<file path="src/rtl/matrix_slot_allocator.sv">
// Matrix RAM slot allocator: NUM_SLOTS fixed slots of SLOT_WORDS words, age-based eviction
// on allocation and lookup of stored matrices by dimension.
//
// state         | meaning
// IDLE          | waiting for a pending alloc (has priority) or query
// ALLOC_SCAN    | walking slots, gathering free / same-dim / oldest candidates
// ALLOC_GRANT   | alloc_ack, chosen slot cleared to invalid
// WAIT_COMMIT   | granted slot being filled; commit or abort returns to IDLE
// QRY_SCAN      | walking slots, counting dimension matches
// QRY_DONE      | qry_ack with hit/base
module matrix_slot_allocator #(
    parameter int NUM_SLOTS   = 8,
    parameter int SLOT_WORDS  = 25,
    parameter int MAX_PER_DIM = 2,
    parameter int ADDR_W      = 8
) (
    input  logic              clk,
    input  logic              rst,
    input  logic              i_alloc_req,
    input  logic [2:0]        i_alloc_m,
    input  logic [2:0]        i_alloc_n,
    input  logic              i_commit,
    input  logic              i_abort,
    output logic              o_alloc_ack,
    output logic              o_alloc_err,
    output logic              o_alloc_evict,
    output logic [2:0]        o_alloc_slot,
    output logic [ADDR_W-1:0] o_alloc_base,
    input  logic              i_qry_req,
    input  logic [2:0]        i_qry_m,
    input  logic [2:0]        i_qry_n,
    input  logic              i_qry_idx,
    output logic              o_qry_ack,
    output logic              o_qry_hit,
    output logic [ADDR_W-1:0] o_qry_base,
    output logic [3:0]        o_valid_count,
    output logic              o_busy
);

    localparam logic [2:0] S_IDLE        = 3'd0;
    localparam logic [2:0] S_ALLOC_SCAN  = 3'd1;
    localparam logic [2:0] S_ALLOC_GRANT = 3'd2;
    localparam logic [2:0] S_WAIT_COMMIT = 3'd3;
    localparam logic [2:0] S_QRY_SCAN    = 3'd4;
    localparam logic [2:0] S_QRY_DONE    = 3'd5;

    localparam logic [2:0] LAST_SLOT = 3'(NUM_SLOTS - 1);
    localparam logic [3:0] MAX_CNT   = 4'(MAX_PER_DIM);

    logic [2:0]           r_state;
    logic [2:0]           r_scan;

    logic                 r_alloc_pend;
    logic [2:0]           r_am;
    logic [2:0]           r_an;
    logic                 r_qry_pend;
    logic [2:0]           r_qm;
    logic [2:0]           r_qn;
    logic                 r_qidx;

    logic [NUM_SLOTS-1:0] r_valid;
    logic [2:0]           r_m   [NUM_SLOTS];
    logic [2:0]           r_n   [NUM_SLOTS];
    logic [7:0]           r_age [NUM_SLOTS];

    logic                 r_free_found;
    logic [2:0]           r_free_idx;
    logic [3:0]           r_same_cnt;
    logic                 r_same_found;
    logic [2:0]           r_same_idx;
    logic [7:0]           r_same_age;
    logic                 r_old_found;
    logic [2:0]           r_old_idx;
    logic [7:0]           r_old_age;

    logic [3:0]           r_q_cnt;
    logic                 r_q_found;
    logic [2:0]           r_q_idx;

    logic [2:0]           r_pend_slot;
    logic [3:0]           r_valid_count;

    logic [2:0]           r_alloc_slot;
    logic [ADDR_W-1:0]    r_alloc_base;
    logic                 r_qry_hit;
    logic [ADDR_W-1:0]    r_qry_base;

    logic                 w_cur_valid;
    logic [7:0]           w_cur_age;
    logic                 w_cur_same_a;
    logic                 w_cur_same_q;
    logic                 w_dims_bad;
    logic                 w_g_evict;
    logic [2:0]           w_g_slot;
    logic [ADDR_W-1:0]    w_g_base;
    logic [ADDR_W-1:0]    w_q_base;
    logic                 w_alloc_ack;
    logic                 w_qry_ack;

    function automatic logic [ADDR_W-1:0] base_of(input logic [2:0] slot);
        logic [ADDR_W-1:0] ext;
        ext = ADDR_W'(slot);
        return ext * ADDR_W'(SLOT_WORDS);
    endfunction

    assign w_cur_valid  = r_valid[r_scan];
    assign w_cur_age    = r_age[r_scan];
    assign w_cur_same_a = w_cur_valid && (r_m[r_scan] == r_am) && (r_n[r_scan] == r_an);
    assign w_cur_same_q = w_cur_valid && (r_m[r_scan] == r_qm) && (r_n[r_scan] == r_qn);

    assign w_dims_bad = (r_am == 3'd0) || (r_am > 3'd5) || (r_an == 3'd0) || (r_an > 3'd5);

    always_comb begin
        w_g_evict = 1'b0;
        w_g_slot  = 3'd0;
        if (!w_dims_bad) begin
            if (r_same_cnt >= MAX_CNT) begin
                w_g_slot  = r_same_idx;
                w_g_evict = 1'b1;
            end else if (r_free_found) begin
                w_g_slot  = r_free_idx;
            end else begin
                w_g_slot  = r_old_idx;
                w_g_evict = 1'b1;
            end
        end
    end

    assign w_g_base = base_of(w_g_slot);
    assign w_q_base = r_q_found ? base_of(r_q_idx) : '0;

    assign w_alloc_ack = (r_state == S_ALLOC_GRANT);
    assign w_qry_ack   = (r_state == S_QRY_DONE);

    assign o_alloc_ack   = w_alloc_ack;
    assign o_alloc_err   = w_alloc_ack && w_dims_bad;
    assign o_alloc_evict = w_alloc_ack && w_g_evict;
    assign o_alloc_slot  = w_alloc_ack ? w_g_slot : r_alloc_slot;
    assign o_alloc_base  = w_alloc_ack ? w_g_base : r_alloc_base;
    assign o_qry_ack     = w_qry_ack;
    assign o_qry_hit     = w_qry_ack ? r_q_found : r_qry_hit;
    assign o_qry_base    = w_qry_ack ? w_q_base : r_qry_base;
    assign o_valid_count = r_valid_count;
    assign o_busy        = (r_state != S_IDLE);

    always_ff @(posedge clk or posedge rst) begin
        if (rst) begin
            r_state       <= S_IDLE;
            r_scan        <= 3'd0;
            r_alloc_pend  <= 1'b0;
            r_am          <= 3'd0;
            r_an          <= 3'd0;
            r_qry_pend    <= 1'b0;
            r_qm          <= 3'd0;
            r_qn          <= 3'd0;
            r_qidx        <= 1'b0;
            r_valid       <= '0;
            for (int i = 0; i < NUM_SLOTS; i++) begin
                r_m[i]   <= 3'd0;
                r_n[i]   <= 3'd0;
                r_age[i] <= 8'd0;
            end
            r_free_found  <= 1'b0;
            r_free_idx    <= 3'd0;
            r_same_cnt    <= 4'd0;
            r_same_found  <= 1'b0;
            r_same_idx    <= 3'd0;
            r_same_age    <= 8'd0;
            r_old_found   <= 1'b0;
            r_old_idx     <= 3'd0;
            r_old_age     <= 8'd0;
            r_q_cnt       <= 4'd0;
            r_q_found     <= 1'b0;
            r_q_idx       <= 3'd0;
            r_pend_slot   <= 3'd0;
            r_valid_count <= 4'd0;
            r_alloc_slot  <= 3'd0;
            r_alloc_base  <= '0;
            r_qry_hit     <= 1'b0;
            r_qry_base    <= '0;
        end else begin
            // Sticky one-deep request capture; clears below take precedence
            if (i_alloc_req && !r_alloc_pend) begin
                r_alloc_pend <= 1'b1;
                r_am         <= i_alloc_m;
                r_an         <= i_alloc_n;
            end
            if (i_qry_req && !r_qry_pend) begin
                r_qry_pend <= 1'b1;
                r_qm       <= i_qry_m;
                r_qn       <= i_qry_n;
                r_qidx     <= i_qry_idx;
            end

            case (r_state)
                S_IDLE: begin
                    r_scan <= 3'd0;
                    if (r_alloc_pend) begin
                        r_free_found <= 1'b0;
                        r_free_idx   <= 3'd0;
                        r_same_cnt   <= 4'd0;
                        r_same_found <= 1'b0;
                        r_same_idx   <= 3'd0;
                        r_same_age   <= 8'd0;
                        r_old_found  <= 1'b0;
                        r_old_idx    <= 3'd0;
                        r_old_age    <= 8'd0;
                        r_state      <= S_ALLOC_SCAN;
                    end else if (r_qry_pend) begin
                        r_q_cnt   <= 4'd0;
                        r_q_found <= 1'b0;
                        r_q_idx   <= 3'd0;
                        r_state   <= S_QRY_SCAN;
                    end
                end

                S_ALLOC_SCAN: begin
                    if (!w_cur_valid && !r_free_found) begin
                        r_free_found <= 1'b1;
                        r_free_idx   <= r_scan;
                    end
                    // Strict '>' keeps the lowest index on age ties
                    if (w_cur_same_a) begin
                        r_same_cnt <= r_same_cnt + 4'd1;
                        if (!r_same_found || (w_cur_age > r_same_age)) begin
                            r_same_found <= 1'b1;
                            r_same_idx   <= r_scan;
                            r_same_age   <= w_cur_age;
                        end
                    end
                    if (w_cur_valid && (!r_old_found || (w_cur_age > r_old_age))) begin
                        r_old_found <= 1'b1;
                        r_old_idx   <= r_scan;
                        r_old_age   <= w_cur_age;
                    end
                    if (r_scan == LAST_SLOT) begin
                        r_state <= S_ALLOC_GRANT;
                    end else begin
                        r_scan <= r_scan + 3'd1;
                    end
                end

                S_ALLOC_GRANT: begin
                    r_alloc_slot <= w_g_slot;
                    r_alloc_base <= w_g_base;
                    if (w_dims_bad) begin
                        r_alloc_pend <= 1'b0;
                        r_state      <= S_IDLE;
                    end else begin
                        r_valid[w_g_slot] <= 1'b0;
                        r_pend_slot       <= w_g_slot;
                        if (w_g_evict) begin
                            r_valid_count <= r_valid_count - 4'd1;
                        end
                        r_state <= S_WAIT_COMMIT;
                    end
                end

                S_WAIT_COMMIT: begin
                    if (i_commit) begin
                        for (int i = 0; i < NUM_SLOTS; i++) begin
                            if (r_valid[i] && (r_age[i] != 8'hFF)) begin
                                r_age[i] <= r_age[i] + 8'd1;
                            end
                        end
                        r_valid[r_pend_slot] <= 1'b1;
                        r_m[r_pend_slot]     <= r_am;
                        r_n[r_pend_slot]     <= r_an;
                        r_age[r_pend_slot]   <= 8'd0;
                        r_valid_count        <= r_valid_count + 4'd1;
                        r_alloc_pend         <= 1'b0;
                        r_state              <= S_IDLE;
                    end else if (i_abort) begin
                        r_alloc_pend <= 1'b0;
                        r_state      <= S_IDLE;
                    end
                end

                S_QRY_SCAN: begin
                    if (w_cur_same_q) begin
                        if (!r_q_found && (r_q_cnt == {3'b000, r_qidx})) begin
                            r_q_found <= 1'b1;
                            r_q_idx   <= r_scan;
                        end
                        r_q_cnt <= r_q_cnt + 4'd1;
                    end
                    if (r_scan == LAST_SLOT) begin
                        r_state <= S_QRY_DONE;
                    end else begin
                        r_scan <= r_scan + 3'd1;
                    end
                end

                S_QRY_DONE: begin
                    r_qry_hit  <= r_q_found;
                    r_qry_base <= w_q_base;
                    r_qry_pend <= 1'b0;
                    r_state    <= S_IDLE;
                end

                default: r_state <= S_IDLE;
            endcase
        end
    end

endmodule
</file>
<file path="config.mk">
export PLATFORM = sky130hd
export DESIGN_NAME = matrix_slot_allocator
export DESIGN_NICKNAME = d
export VERILOG_FILES = /design/src/rtl/matrix_slot_allocator.sv
export SDC_FILE = /design/constraint.sdc
export NUM_CORES = 1
export LEC_CHECK = 0
export CAP_MARGIN = 20
export CORE_AREA = 2 2 159 161
export DETAILED_ROUTE_END_ITERATION = 6
export DIE_AREA = 0 0 161 163
export MAX_ROUTING_LAYER = met4
export PLACE_DENSITY = 0.71
export RECOVER_POWER = 25
export SYNTH_ARGS = -nofsm -noshare
export SYNTH_HDL_FRONTEND = slang
export SYNTH_SLANG_ARGS = --single-unit
export TNS_END_PERCENT = 5
</file>
<file path="constraint.sdc">
create_clock -name clk -period 20.6 [get_ports clk]
set_input_delay 3.09 -clock clk [delete_from_list [all_inputs] [get_ports clk]]
set_output_delay 3.09 -clock clk [all_outputs]
set_load 0.02 [all_outputs]
</file>
; Word-level counts from Yosys, hierarchy flattened
; Cells that the tools add are included.
[word_totals]
inputBits = 19
register_bits = 208
[classes]
n_addsub = 13
n_bitwise = 8
n_reduce_logical = 56
n_eq_ne = 36
mul = 2
magnitude_cmp = 13
muxes = 119
[ops]
columns = cell, n
row1 = 8-bit two-way mux, 36
row2 = 3-bit two-way mux, 25
row3 = "8-bit by 1-bit adder with 8-bit output, second input constant", 8
row4 = 64-bit bitwise AND, 1
row5 = "8-bit != test, second input constant", 8
row6 = 64-bit inverter, 1
row7 = 24-bit bitwise mux, 2
row8 = 8-bit one-hot mux with 2 select lines, 3
row9 = 4-bit two-way mux, 8
row10 = "2-bit != test, second input constant", 15
row11 = 3-bit one-hot mux with 2 select lines, 5
row12 = 8-bit binary-select mux with 3-bit select, 1
row13 = 8-bit demux with 3-bit select, 1
row14 = 4-bit one-hot mux with 2 select lines, 3
row15 = 1-bit logical AND, 22
row16 = 1-bit two-way mux, 22
row17 = 3-bit binary-select mux with 3-bit select, 2
row18 = 8-bit > comparator, 2
row19 = "3-bit by 5-bit multiplier with 8-bit output, second input constant", 2
row20 = 4-bit AND reduction, 4
row21 = 3-bit one-hot mux with 5 select lines, 1
row22 = "4-bit by 1-bit adder with 4-bit output, second input constant", 3
row23 = 3-bit == test, 4
row24 = "3-bit by 4-bit < comparator with 1-bit output, second input constant", 3
row25 = other kinds (31), 65

; Logic depth before layout (Yosys ltp)
[depth]
ltp_word = 13
ltp_mapped = 15
ltp_nobuf = 11

; Least setup slack after synthesis
; No wires, ideal clock.
[synth_timing]
path_type = reg-to-output
start = reg r_same_cnt[0]
end = out o_alloc_base[6]
stages_incl_launch_ff = 10
path_buffers = 0
setup_slack_ns = 14.676
t_arrival_ns = 2.834
required_ns = 17.510
path_cell_list = dfrtp_1 inv_1 ha_1 nor4_1 o21ai_0 nand2b_1 ha_1 ha_1 xnor2_1 o21ai_0
[synth_between]
elab_chain_len = 5
[synth_lines]
columns = item, line_no
row1 = from (decl), 68  ; logic [3:0] r_same_cnt;
row2 = from (signal assigned), 224  ; r_same_cnt <= r_same_cnt + 4'd1;
row3 = 4-bit by 2-bit greater-or-equal comparator with 1-bit output, 117  ; if (r_same_cnt >= MAX_CNT) begin
row4 = 3-bit two-way mux, 117
row5 = 3-bit two-way mux, 116  ; if (!w_dims_bad) begin
row6 = 3-bit by 5-bit multiplier with 8-bit output, 103  ; return ext * ADDR_W'(SLOT_WORDS);
row7 = 8-bit two-way mux, n/a
row8 = to (decl), 28  ; output logic [ADDR_W-1:0] o_alloc_base,
; No other way between the ends.

; Worst setup path in the final report
; Same ends and word-level chain as after synthesis.

==> results.toml <==
[cts]
cts_hold_buf = 0
cts_root_buf = "clkbuf_16"
post_cts_buffers = 0
cts_resized = 0
cts_tree = "built"
cts-htree-levels = 1
cts_buffer_depth = 3
clock-sinks = 208
clk_pin_slew_ns = 0.06
numCtsBuffers = 23
clk_latency_ns = 0.52

[detailed_routing]
ant_nets = 0
drc = 0
wire_per_inst_um = 17.29
drt_iter0_drc = 487
first_pass_iters = 5
vias_per_cell = 5.385
num_vias = 7350
drt-total-wl_um = 23610

[yosys]
syn_inst = 977
async_reset_ff_share_pct = 100.0
synth_area_per_cell_um2 = 11.11
synth_top_cell_by_area = "dfrtp_1"
syn-num-nets = 1040
syn_area_mm2 = 0.01086
synth_edf_count = 0
ys.flop_type = "dfrtp_1"
yosys_warnings = 0
yosysSeqAreaShare_pct = 47.93
synthTopCellsByArea = "dfrtp_1, mux2_2, mux4_2"
synth.distinct_cells = 55
ys_ff_latch = 208
netlist.area_leader.share_pct = 47.93

[critical_path]
endpoint_kind = "output port"
crit_path_max_fanout = 8
cpMaxStageDelayCell = "nor4_1"
crit_required_ns = 17.51
cp-start-kind = "flop"
cp.arrival_ns = 4.28
max_stage_delay_ns = 0.90
timing.critical_path.cells = "inv_1 -> ha_1 -> nor4_1 -> o21ai_0 -> nand2b_1 -> ha_1 -> ha_1 -> xnor2_1 -> o21ai_0 -> clkdlybuf4s50_1"
timing.critical_path.mode_cell = "ha_1"
critPathKind = "reg -> out"

[final_layout]
syn_to_final_growth_pct = 13.47
seq_area_mm2 = 0.005206
multi_input_area_mm2 = 0.005315
fill_cells = 2214
drive_gt1_share_pct = 14.49
antennaDiodeCount = 0
postLayoutCoreUtil_pct = 49.94
nNetsFinal = 1084

[global_route]
antenna_found_initial = 0
grt_pass1_wl_um = 38990
gr-total-overflow = 0
grt_start_max_net_pins = 74
grt_pass1_vias = 7344
track_usage_pct = 18.92

[power_and_ir_drop]
p_seq_share_pct = 38.9
power.density_mw_per_mm2 = 118.3
swShare_pct = 35.73
p_clk_share_pct = 26.3
ir_drop_mv = 0.08653
power.switching_uw = 520.6
intPower_uw = 936.6
p_comb_share_pct = 34.8
leakagePower_uw = 0.005707

[floorplan]
start_util_pct = 44.01
die_y_um = 163
core_area_mm2 = 0.02467
die_width_um = 161
fp.dieArea_mm2 = 0.02624
num_rows = 58
ios = 48

[sta]
worst_slack_ns = 13.23
finalHoldViolCount = 0
finClkSkew_ns = 0.01897
fmax_mhz = 135.7
maxSlewViolCount = 104
min_period_ns = 7.371
setup_violations = 0
fin_crit_sh_pct = 35.78
worstMarginPinSlew_ns = 2.956
relSlewSlack_pct = -98.13
tns_ns = 0
rsz0062_at_grt = "false"

[placement]
pre_cts_ws_ns = 13.86
port_buffers = 47
place.gp.congestion = 0.8354
hpwl_um = 16070

[worst_hold_path]
min_path_type = "reg -> reg"

[outcome]
failed_checks = "capacitance limit, slew limit"
status = "complete, but fails checks"

[run]
cap_violations = 2
## state kept, by name (all words and copies together), names as in the netlist, 4 cells and up
name,count
r_alloc_base,8
r_qry_base,8
r_m,24
r_same_cnt,4
r_valid,8
r_n,24
r_old_age,8
r_same_age,8
r_q_cnt,4
r_age,64
o_valid_count,4
## cells in the mapped netlist, drive strengths merged, types with 20 or more instances
| master | number |
|---|---|
| nand4 | 24 |
| clkbuf | 36 |
| mux4 | 30 |
| xnor2 | 20 |
| a21oi | 37 |
| inv | 34 |
| o21ai | 39 |
| mux2 | 71 |
| nor2 | 85 |
| ha | 43 |
| mux2i | 44 |
| dfrtp | 208 |
| xor2 | 39 |
| nand2 | 122 |
## stage by stage
| stage | std cells | hold slack (ns) | total power [uW] | instance area [um^2] |
|---|---|---|---|---|
| after global routing | 1365 | 0.4942 | 1548 | 12320 |
| after floorplan | 977 | 0.4441 | 941.9 | 10860 |
| final | 1365 | 0.4740 | 1457 | 12320 |
| after global placement | 1326 | 0.4563 | 1075 | 11680 |
| after CTS | 1365 | 0.4771 | 1477 | 12370 |
| after detailed placement | 1326 | 0.4628 | 1088 | 11680 |
## layer usage
metal  vias up  wire (um)  global-route usage, %
li1       3515          -                      -
met1      3667      11000                  25.68
met2       134      11340                  30.61
met3        34        870                  2.419
met4         0        395                  4.424
met5         -          0                      -
## cell families after synthesis
group	Yosys count	synth area share, %
AOI/OAI and AO/OA	128	7.616
xor gates and xnor gates	59	4.759
adders and majority gates	47	5.415
buffers and inverters	77	2.961
DFF	208	47.93
muxes	145	18.26
and+or+nand+nor	313	13.05
## worst max-delay path: cells and delay by family, from the launching register on
| family | cells | cell delay (ns) |
|---|---|---|
| and+or+nand+nor | 2 | 1.16 |
| buffers and inverters | 2 | 0.78 |
| adders and majority gates | 3 | 0.71 |
| AOI/OAI and AO/OA | 2 | 0.61 |
| DFF | 1 | 0.37 |
| xor gates and xnor gates | 1 | 0.12 |
## path summary, 6_finish.rpt
check / startpoint / end / slack [ns] / cells past startpoint
worst max-delay path: r_same_cnt[0] / o_alloc_base[6] / 13.23 / 10
worst min-delay path: r_alloc_base[0] / r_alloc_base[0] / 0.47 / 2
worst max register to register: r_scan[0] / r_q_found / 14.61 / 8
worst min register to register: r_alloc_base[0] / r_alloc_base[0] / 0.47 / 2
max in group asynchronous: rst / r_scan[0] / 14.75 / 3
min in group asynchronous: rst / r_same_idx[1] / 3.89 / 2
## cell type report
cell class	instances	share of cell area, %
Multi-Input combinational cell	692	43.14
Sequential cell	208	42.25
Clock buffer	36	5.392
Timing Repair Buffer	62	4.671
Tap cell	330	3.351
Inverter	34	1.046
Clock inverter	3	0.1523
## cell usage in the layout (no fill, tap or decap), types with 11 or more instances in the layout
cell type | synthesis | layout
mux2_2 | 70 | 70
clkdlybuf4s50_1 | 0 | 44
xor2_1 | 39 | 39
a21o_1 | 13 | 13
mux2i_1 | 40 | 40
o21ai_0 | 39 | 39
nand3_1 | 19 | 19
clkbuf_1 | 36 | 11
a21oi_1 | 37 | 37
ha_1 | 43 | 43
nand2b_1 | 12 | 12
inv_1 | 34 | 33
clkbuf_16 | 0 | 23
mux4_2 | 24 | 24
nor2_1 | 85 | 84
nand2_1 | 122 | 122
nand4_1 | 24 | 24
xnor2_1 | 20 | 20
buf_4 | 2 | 13
or3_1 | 17 | 17
dfrtp_1 | 208 | 207
## power groups by stage
stage	Combinational, uW	Clock, uW	Sequential, uW
after floorplan	407	0	535
after global placement	506	0	569
after detailed placement	516	0	572
after CTS	519	392	566
after global routing	562	408	579
final	507	383	567
Note: power is estimated with default switching activity, not from simulation.
